File: config.mk
export PLATFORM = sky130hd
export DESIGN_NAME = ddr2_cmd_timing_gate
export DESIGN_NICKNAME = d
export VERILOG_FILES = /design/src/rtl/ddr2_cmd_timing_gate.sv
export SDC_FILE = /design/constraint.sdc
export NUM_CORES = 1
export LEC_CHECK = 0
export ABC_AREA = 1
export BUFFER_PORTS_ARGS = -buffer_cell sky130_fd_sc_hd__buf_2
export CORE_MARGIN = 10
export CORE_UTILIZATION = 30
export CTS_CLUSTER_SIZE = 16
export DETAILED_ROUTE_END_ITERATION = 10
export HOLD_SLACK_MARGIN = 0.06
export SYNTH_ARGS = -nofsm -noshare
export SYNTH_HDL_FRONTEND = slang
export SYNTH_SLANG_ARGS = --single-unit
export TNS_END_PERCENT = 20
File: constraint.sdc
create_clock -name clk -period 3.2 [get_ports clk]
set_clock_uncertainty 0.2 [all_clocks]
set_input_delay 0.64 -clock clk [delete_from_list [all_inputs] [get_ports clk]]
set_output_delay 0.64 -clock clk [all_outputs]
set_load 0.05 [all_outputs]
File: src/rtl/ddr2_cmd_timing_gate.sv
// DDR2 per-bank command timing gate: holds scheduler commands until tRCD/tRAS/tRP/tRFC
// are met, drops bank-state-illegal commands with an error pulse, and registers the DDR2 pins.
module ddr2_cmd_timing_gate #(
    parameter int BANK_WIDTH = 3,
    parameter int ROW_WIDTH  = 14,
    parameter int T_RCD      = 4,
    parameter int T_RAS      = 12,
    parameter int T_RP       = 4,
    parameter int T_RFC      = 43,
    parameter int TW         = 8
) (
    input  logic                          clk,
    input  logic                          rst_n,
    input  logic                          cmd_valid,
    output logic                          cmd_ready,
    input  logic [2:0]                    cmd_op,
    input  logic [BANK_WIDTH-1:0]         cmd_ba,
    input  logic [ROW_WIDTH-1:0]          cmd_addr,
    output logic                          ddr_cs_n,
    output logic                          ddr_ras_n,
    output logic                          ddr_cas_n,
    output logic                          ddr_we_n,
    output logic [BANK_WIDTH-1:0]         ddr_ba,
    output logic [ROW_WIDTH-1:0]          ddr_a,
    output logic [(2**BANK_WIDTH)-1:0]    bank_open,
    output logic                          err_illegal
);

    localparam int NUM_BANKS = 2**BANK_WIDTH;

    localparam logic [2:0] OP_ACT = 3'd1;
    localparam logic [2:0] OP_RD  = 3'd2;
    localparam logic [2:0] OP_WR  = 3'd3;
    localparam logic [2:0] OP_PRE = 3'd4;
    localparam logic [2:0] OP_REF = 3'd5;
    localparam logic [2:0] OP_MRS = 3'd6;

    localparam logic [TW-1:0] RCD_LOAD = TW'(T_RCD - 1);
    localparam logic [TW-1:0] RAS_LOAD = TW'(T_RAS - 1);
    localparam logic [TW-1:0] RP_LOAD  = TW'(T_RP - 1);
    localparam logic [TW-1:0] RFC_LOAD = TW'(T_RFC - 1);
    localparam logic [TW-1:0] ONE      = TW'(1);

    // {cs_n, ras_n, cas_n, we_n} for each opcode; unknown ops map to deselect
    function automatic logic [3:0] encode_cmd(input logic [2:0] op);
        logic [3:0] enc;
        case (op)
            OP_ACT:  enc = 4'b0011;
            OP_RD:   enc = 4'b0101;
            OP_WR:   enc = 4'b0100;
            OP_PRE:  enc = 4'b0010;
            OP_REF:  enc = 4'b0001;
            OP_MRS:  enc = 4'b0000;
            default: enc = 4'b1111;
        endcase
        return enc;
    endfunction

    logic [NUM_BANKS-1:0] open_r;
    logic [TW-1:0]        rcd_t_r [NUM_BANKS];
    logic [TW-1:0]        ras_t_r [NUM_BANKS];
    logic [TW-1:0]        rp_t_r  [NUM_BANKS];
    logic [TW-1:0]        rfc_t_r;

    logic                 legal_s;
    logic                 timing_ok_s;
    logic                 issue_s;
    logic                 all_closed_s;
    logic                 ras_open_ok_s;
    logic                 rp_all_zero_s;
    logic                 pre_all_s;
    logic [NUM_BANKS-1:0] act_load_s;
    logic [NUM_BANKS-1:0] close_s;

    // Aggregate bank conditions, legality, timing gate and per-bank load strobes
    always_comb begin
        all_closed_s  = 1'b1;
        ras_open_ok_s = 1'b1;
        rp_all_zero_s = 1'b1;
        legal_s       = 1'b0;
        timing_ok_s   = 1'b0;
        act_load_s    = '0;
        close_s       = '0;
        pre_all_s     = cmd_addr[10];
        for (int b = 0; b < NUM_BANKS; b++) begin
            if (open_r[b]) begin
                all_closed_s = 1'b0;
                if (ras_t_r[b] != '0) begin
                    ras_open_ok_s = 1'b0;
                end else begin
                    ras_open_ok_s = ras_open_ok_s;
                end
            end else begin
                all_closed_s = all_closed_s;
            end
            if (rp_t_r[b] != '0) begin
                rp_all_zero_s = 1'b0;
            end else begin
                rp_all_zero_s = rp_all_zero_s;
            end
        end
        case (cmd_op)
            OP_ACT: begin
                legal_s     = !open_r[cmd_ba];
                timing_ok_s = (rp_t_r[cmd_ba] == '0) && (rfc_t_r == '0);
            end
            OP_RD, OP_WR: begin
                legal_s     = open_r[cmd_ba];
                timing_ok_s = (rcd_t_r[cmd_ba] == '0);
            end
            OP_PRE: begin
                legal_s = 1'b1;
                if (pre_all_s) begin
                    timing_ok_s = ras_open_ok_s;
                end else begin
                    timing_ok_s = !open_r[cmd_ba] || (ras_t_r[cmd_ba] == '0);
                end
            end
            OP_REF, OP_MRS: begin
                legal_s     = all_closed_s;
                timing_ok_s = rp_all_zero_s && (rfc_t_r == '0);
            end
            default: begin
                legal_s     = 1'b0;
                timing_ok_s = 1'b0;
            end
        endcase
        issue_s   = cmd_valid && legal_s && timing_ok_s;
        cmd_ready = cmd_valid && (!legal_s || timing_ok_s);
        if (issue_s && (cmd_op == OP_ACT)) begin
            act_load_s[cmd_ba] = 1'b1;
        end else begin
            act_load_s = act_load_s;
        end
        if (issue_s && (cmd_op == OP_PRE)) begin
            if (pre_all_s) begin
                close_s = open_r;
            end else begin
                close_s[cmd_ba] = open_r[cmd_ba];
            end
        end else begin
            close_s = close_s;
        end
    end

    // Per-bank open flags and down-counters; a load beats the decrement
    always_ff @(posedge clk or negedge rst_n) begin
        if (!rst_n) begin
            open_r <= '0;
            for (int b = 0; b < NUM_BANKS; b++) begin
                rcd_t_r[b] <= '0;
                ras_t_r[b] <= '0;
                rp_t_r[b]  <= '0;
            end
        end else begin
            open_r <= (open_r | act_load_s) & ~close_s;
            for (int b = 0; b < NUM_BANKS; b++) begin
                if (act_load_s[b]) begin
                    rcd_t_r[b] <= RCD_LOAD;
                    ras_t_r[b] <= RAS_LOAD;
                end else begin
                    rcd_t_r[b] <= (rcd_t_r[b] != '0) ? rcd_t_r[b] - ONE : rcd_t_r[b];
                    ras_t_r[b] <= (ras_t_r[b] != '0) ? ras_t_r[b] - ONE : ras_t_r[b];
                end
                if (close_s[b]) begin
                    rp_t_r[b] <= RP_LOAD;
                end else begin
                    rp_t_r[b] <= (rp_t_r[b] != '0) ? rp_t_r[b] - ONE : rp_t_r[b];
                end
            end
        end
    end

    // Refresh recovery counter shared by all banks
    always_ff @(posedge clk or negedge rst_n) begin
        if (!rst_n) begin
            rfc_t_r <= '0;
        end else if (issue_s && (cmd_op == OP_REF)) begin
            rfc_t_r <= RFC_LOAD;
        end else if (rfc_t_r != '0) begin
            rfc_t_r <= rfc_t_r - ONE;
        end else begin
            rfc_t_r <= rfc_t_r;
        end
    end

    // Registered DDR2 command pins; address/bank hold their value while deselected
    always_ff @(posedge clk or negedge rst_n) begin
        if (!rst_n) begin
            {ddr_cs_n, ddr_ras_n, ddr_cas_n, ddr_we_n} <= 4'b1111;
            ddr_ba      <= '0;
            ddr_a       <= '0;
            err_illegal <= 1'b0;
        end else begin
            err_illegal <= cmd_valid && !legal_s;
            if (issue_s) begin
                {ddr_cs_n, ddr_ras_n, ddr_cas_n, ddr_we_n} <= encode_cmd(cmd_op);
                ddr_ba <= cmd_ba;
                ddr_a  <= cmd_addr;
            end else begin
                {ddr_cs_n, ddr_ras_n, ddr_cas_n, ddr_we_n} <= 4'b1111;
                ddr_ba <= ddr_ba;
                ddr_a  <= ddr_a;
            end
        end
    end

    assign bank_open = open_r;

endmodule
Yosys cells after proc, flatten, opt, wreduce, memory -nomap -nowiden
Cells that the tools add are included.
Storage, ports and cells
  bits in registers: 230
  input port bits: 23
  output and inout bits: 31
  word-level logic and storage cells: 248
Cells by class
  add/subtract/negate cells: 25
  $lt $le $gt $ge: 3
  eq/ne operators: 6
  multiplexer cells: 106
  bitwise logic cells: 5
  reductions and logical operators: 70
Operators by type and width (count)
  $mux 8: 59
  $reduce_bool 8->1: 25
  $sub 8x1->8 const B: 25
  $bmux 8 s3: 3
  $reduce_bool 2->1: 25
  $mux 1: 39
  $logic_not 8->1: 4
  $pmux 4 s6: 1
  $and 8x8->8: 2
  $logic_and 1x1->1: 10
  $eq 3x3->1 const B: 3
  $not 8->8: 1
  $or 8x8->8: 1
  $pmux 1 s4: 2
  $eq 3x2->1 const B: 2
  $ge 4x4->1 const B: 1
  $lt 3x4->1 const B: 1
  $not 3->4: 1
  $reduce_or 2->1: 2
  $bmux 1 s3: 1
  $demux 1 s3: 1
  $eq 3x1->1 const B: 1
  $ge 3x1->1 const B: 1
  $logic_not 1->1: 2
  $logic_or 1x1->1: 2

Logic depth before layout (Yosys ltp)
  word-level depth: 24
  mapped depth: 18
  depth with buffers taken out: 17

Worst setup path before layout
Ideal clock, no wire load.
  path kind: in2out
  start: input port cmd_ba[0]
  end: output port cmd_ready
  arrival: 2.667 ns
  required time: 2.360 ns
  path slack: -0.307 ns
  cell stages on the path: 11
  buffers on the path: 2
  cell sequence: buf_2 > inv_2 > buf_4 > nor2_2 > nand2_1 > nand2_1 > nor2_2 > nand2_1 > a21oi_1 > nand3_2 > o21ai_0
Between the ends
  cells in the longest elaborated chain, start to end: 10
RTL lines
  start, declared: RTL line 17  | input logic [BANK_WIDTH-1:0] cmd_ba,
  $not 3->4 (not written as such): RTL line 105, 109, 116
  $bmux 8 s3: RTL line 116  | timing_ok_s = !open_r[cmd_ba] || (ras_t_r[cmd_ba] == '0);
  $mux 8 (not written as such) (2 in series): RTL line 116
  $logic_not 8->1: RTL line 116
  $logic_or 1x1->1: RTL line 116
  $mux 1: RTL line 113  | if (pre_all_s) begin
  $pmux 1 s4: RTL line 102  | case (cmd_op)
  $logic_or 1x1->1 (*): RTL line 129  | cmd_ready = cmd_valid && (!legal_s || timing_ok_s);
  $logic_and 1x1->1 (*): RTL line 129
  end, declared: RTL line 15  | output logic cmd_ready,
Every way passes the cells marked *; elsewhere a longest branch is shown, timed or not. The select of a mux whose other input is x is not followed.

Final worst setup path
  start: register ras_t_r[60] (netlist bit)
  end: output port cmd_ready
Between the ends
  cells in the longest elaborated chain, start to end: 21
RTL lines
  start, declared: RTL line 61  | logic [TW-1:0] ras_t_r [NUM_BANKS];
  start signal, assigned by index: RTL line 163  | ras_t_r[b] <= (ras_t_r[b] != '0) ? ras_t_r[b] - ONE : ras_t_r[b];
  $reduce_bool 8->1: RTL line 88  | if (ras_t_r[b] != '0) begin
  $mux 1: RTL line 88
  $mux 1: RTL line 86  | if (open_r[b]) begin
  $mux 1: RTL line 88
  $mux 1: RTL line 86
  $mux 1: RTL line 88
  $mux 1: RTL line 86
  $mux 1: RTL line 88
  [5 not listed]
  $mux 1: RTL line 88
  $mux 1: RTL line 86
  $mux 1: RTL line 88
  $mux 1: RTL line 86
  $mux 1 (*): RTL line 113
  $pmux 1 s4 (*): RTL line 102
  $logic_or 1x1->1 (*): RTL line 129
  $logic_and 1x1->1 (*): RTL line 129
Marks and branches as above.

==> flow_summary.toml <==
[outcome]
status = "finished with violations"
violations = "negative setup slack"

[grt]
grtUsageMet1 = 0.159
grt_max_degree = 83
grt_util_met2 = 0.197
busiest_layer = "met2"
antenna_found_initial = 2
grt_pass1_vias = 10400
overflow = 0
grt_use_met3 = 0.0273
grt_usage = 0.121
grt_first_pass_wirelength_mm = 51.5

[setup_path]
cp-start-kind = "flip-flop"
crit_fanout = 6
critPathTopFamily = "simple AND/OR/NAND/NOR gates"
required_ns = 2.36
crit_chain = "nor2_2 -> nand2_1 -> nor2_4 -> inv_2 -> nand2_1 -> nand2_2 -> nor2_2 -> nand2_1 -> nand2_2 -> nand3_2 -> nand3_2 -> nand2_2 -> o21ai_4 -> buf_8"
critPathSlowestCell = "dfrtp_1"
arrival_ns = 2.37
cp.buffers_inverters = 2
reg2reg_to = "rp_t_r[37]$_DFFE_PN0P_"
slowest_delay_ns = 0.45
criticalPathCategory = "flip-flop to primary output"
startpoint = "ras_t_r[60]$_DFFE_PN0P_"
r2r_cells = 17
r2r_start = "ras_t_r[60]$_DFFE_PN0P_"
r2r_setup_slack_ns = 0.52
cp-end-kind = "primary output"

[logic_synthesis]
yosysUniqueCellTypes = 43
synth.yosys.seq_area_share = 0.447
synth_nets = 1768
ys_ff_latch = 230
postSynthCellCount = 1718
synth_edf_count = 0
ys_warn_count = 0
synthFlopType = "dfrtp_1"
synth_area_per_cell_sq_um = 7.50
synth_area_sq_um = 12900
async_reset_ff_frac = 1.00

[sta]
slew_violations = 0
tightest_slew_ns = 0.727
worst_slack_ns = -0.00781
whs_ns = 0.0927
rsz0062_at_grt = "yes"
max_slew_margin = 0.516
period_share = 1.00
min_period_ns = 3.21
fmax_mhz = 312
finalHoldViolCount = 0
setup_viol = 1

[finish]
regArea_sq_um = 5760
drive_gt1_frac = 0.182
multiInputGateArea_sq_um = 6060
nFillCells = 4325
final_nets = 1923
instances_no_fill = 2433
area_growth_pct = 22.7

[cts]
cts.sink_count = 230
cts_tree = "built"
clockBufferDepth = 3
clock-root-buffer = "clkbuf_16"
htree_levels = 1
clkTransAtPathRegs_ns = 0.06
clkLatencyLatePin_ns = 0.55
numCtsBuffers = 26

[drt]
drc = 0
vias = 11000
via_per_inst = 4.52
drt_iter0_markers = 764
wl_mm = 32.0
ant_nets = 0
route.detailed.wl_per_inst_microns = 13.2
dr.pass1.iters = 5

[power]
internal-power_mw = 8.72
power_frac_seq = 0.376
p_leak_nw = 8.47
swShare = 0.412
p_clk_frac = 0.205
p_sw_mw = 6.12
pwr_density_cell_nw_per_um2 = 939
ir_drop_mv = 0.477
pwr-share-comb = 0.419

[placed_design]
gp_congestion = 0.892
portBuffers = 53
dp_hpwl_mm = 22.7
dp.cells = 2336

[floorplan]
start_util = 0.305
die_w_microns = 227
rows = 75
ios = 54
die_h_microns = 227
dieArea_sq_um = 51600
core_sq_um = 42200

[worst_hold_path]
min_delay_path_depth = 3
worstHoldEndpoint = "ddr_a[6]$_DFFE_PN0N_"
hp-class = "input port to flip-flop"
holdCritStartpoint = "cmd_addr[6]"

[job]
drv_cap = 0
what timing repair did:
item / in CTS / in global routing
cloned: 0 / 0
setup buffers: 34 / 13
pin swaps: 36 / 29
setup endpoints to repair: 1 / 1
gates resized for setup: 77 / 63
endpoints found under the hold margin: 72 / 0
hold buffers: 1 / 0
flip-flops by register name (all words and copies together) (netlist names):
register	flops
ddr_ba	3
ddr_ras_n	1
ddr_we_n	1
bank_open	8
err_illegal	1
ddr_a	14
ddr_cs_n	1
ddr_cas_n	1
ras_t_r	64
rcd_t_r	64
rfc_t_r	8
rp_t_r	64
cells in the final DEF (no fill, tap or decap), types with 9 or more instances in the layout:
| master | count |
|---|---|
| a21oi_1 | 45 |
| buf_2 | 51 |
| buf_4 | 85 |
| clkbuf_16 | 27 |
| dfrtp_1 | 225 |
| ha_1 | 13 |
| ha_4 | 13 |
| inv_1 | 336 |
| inv_2 | 28 |
| nand2_1 | 386 |
| nand2_2 | 14 |
| nand3_1 | 138 |
| nand3_2 | 11 |
| nand4_1 | 17 |
| nor2_1 | 160 |
| nor2_2 | 29 |
| nor2_4 | 9 |
| nor3_1 | 45 |
| nor4_1 | 9 |
| o211ai_1 | 17 |
| o21ai_0 | 55 |
| or2_2 | 11 |
| xnor2_1 | 18 |
| xor2_1 | 55 |
layer usage:
layer,vias up,part of all wire
met5,-,0.00041
met4,2,0.020
met3,48,0.047
met2,162,0.46
met1,5162,0.47
li1,5629,-
cell usage after synthesis (all sizes together) (18+ instances only):
master / n / share of area
nand4: 25 / 0.019
nor3: 46 / 0.019
nor2: 198 / 0.058
o21ai: 64 / 0.025
a21oi: 47 / 0.018
xor2: 55 / 0.037
ha: 27 / 0.026
nand3: 151 / 0.061
nand2: 408 / 0.12
dfrtp: 226 / 0.44
inv: 364 / 0.11
xnor2: 18 / 0.012
power by group through the flow:
stage	Sequential, mW	Clock, mW	Combinational [mW]
3_5_place_dp	5.53	0	5.47
3_3_place_gp	5.53	0	5.33
6_report	5.58	3.04	6.22
4_1_cts	5.52	3.11	6.02
2_1_floorplan	5.53	0	4.11
5_1_grt	5.77	3.23	7.18
stage by stage:
stage               TNS (ns)  setup WS, ns  utilization  instance area (sq um)  total power [mW]
finish              -0.00781      -0.00781        0.374                  15800              14.8
detailed placement         0        0.0505        0.335                  14100              11.0
floorplan                  0         0.219            -                  12900              9.64
global placement           0        0.0399        0.335                  14100              10.9
CTS                  -0.0284       -0.0284        0.367                  15500              14.7
global route          -0.115        -0.115        0.374                  15800              16.2
worst register-to-register path, stage by stage (launching register included):
cell      delay [ns]
dfrtp_1         0.45
nor2_2          0.15
nand2_1         0.12
nor2_4          0.14
inv_2           0.07
nand2_1         0.08
nand2_2         0.05
nor2_2          0.11
nand2_1         0.08
nand2_2         0.08
nand3_2         0.08
nand3_2         0.08
buf_4           0.26
nand3_4         0.09
bufinv_8        0.28
nand2_4         0.11
nand2_1         0.09
inv_1           0.05
logic make-up after synthesis:
group,after synthesis,share of synthesized area
adder cells (fa/ha/maj),27,0.0262
XOR/XNOR,73,0.0496
AND/OR/NAND/NOR,862,0.298
AO/OA/AOI/OAI,142,0.0622
buffers and inverters,384,0.116
flip-flops,230,0.447
worst max path at each step:
stage,endpoint,slack (ns),cells past startpoint
final,cmd_ready,-0.008,14
after global routing,cmd_ready,-0.12,14
after CTS,cmd_ready,-0.03,13
after detailed placement,cmd_ready,0.05,11
after global placement,cmd_ready,0.04,14
after floorplan,cmd_ready,0.22,14
final cells by class:
type | instances | share of cell area
Multi-Input combinational cell | 1104 | 0.383
Sequential cell | 230 | 0.365
Inverter | 366 | 0.0878
Timing Repair Buffer | 145 | 0.0667
Clock buffer | 36 | 0.0474
Tap cell | 539 | 0.0427
Clock inverter | 12 | 0.00736
Antenna cell | 1 | 0.000158
Note: power is estimated with default switching activity, not from simulation.
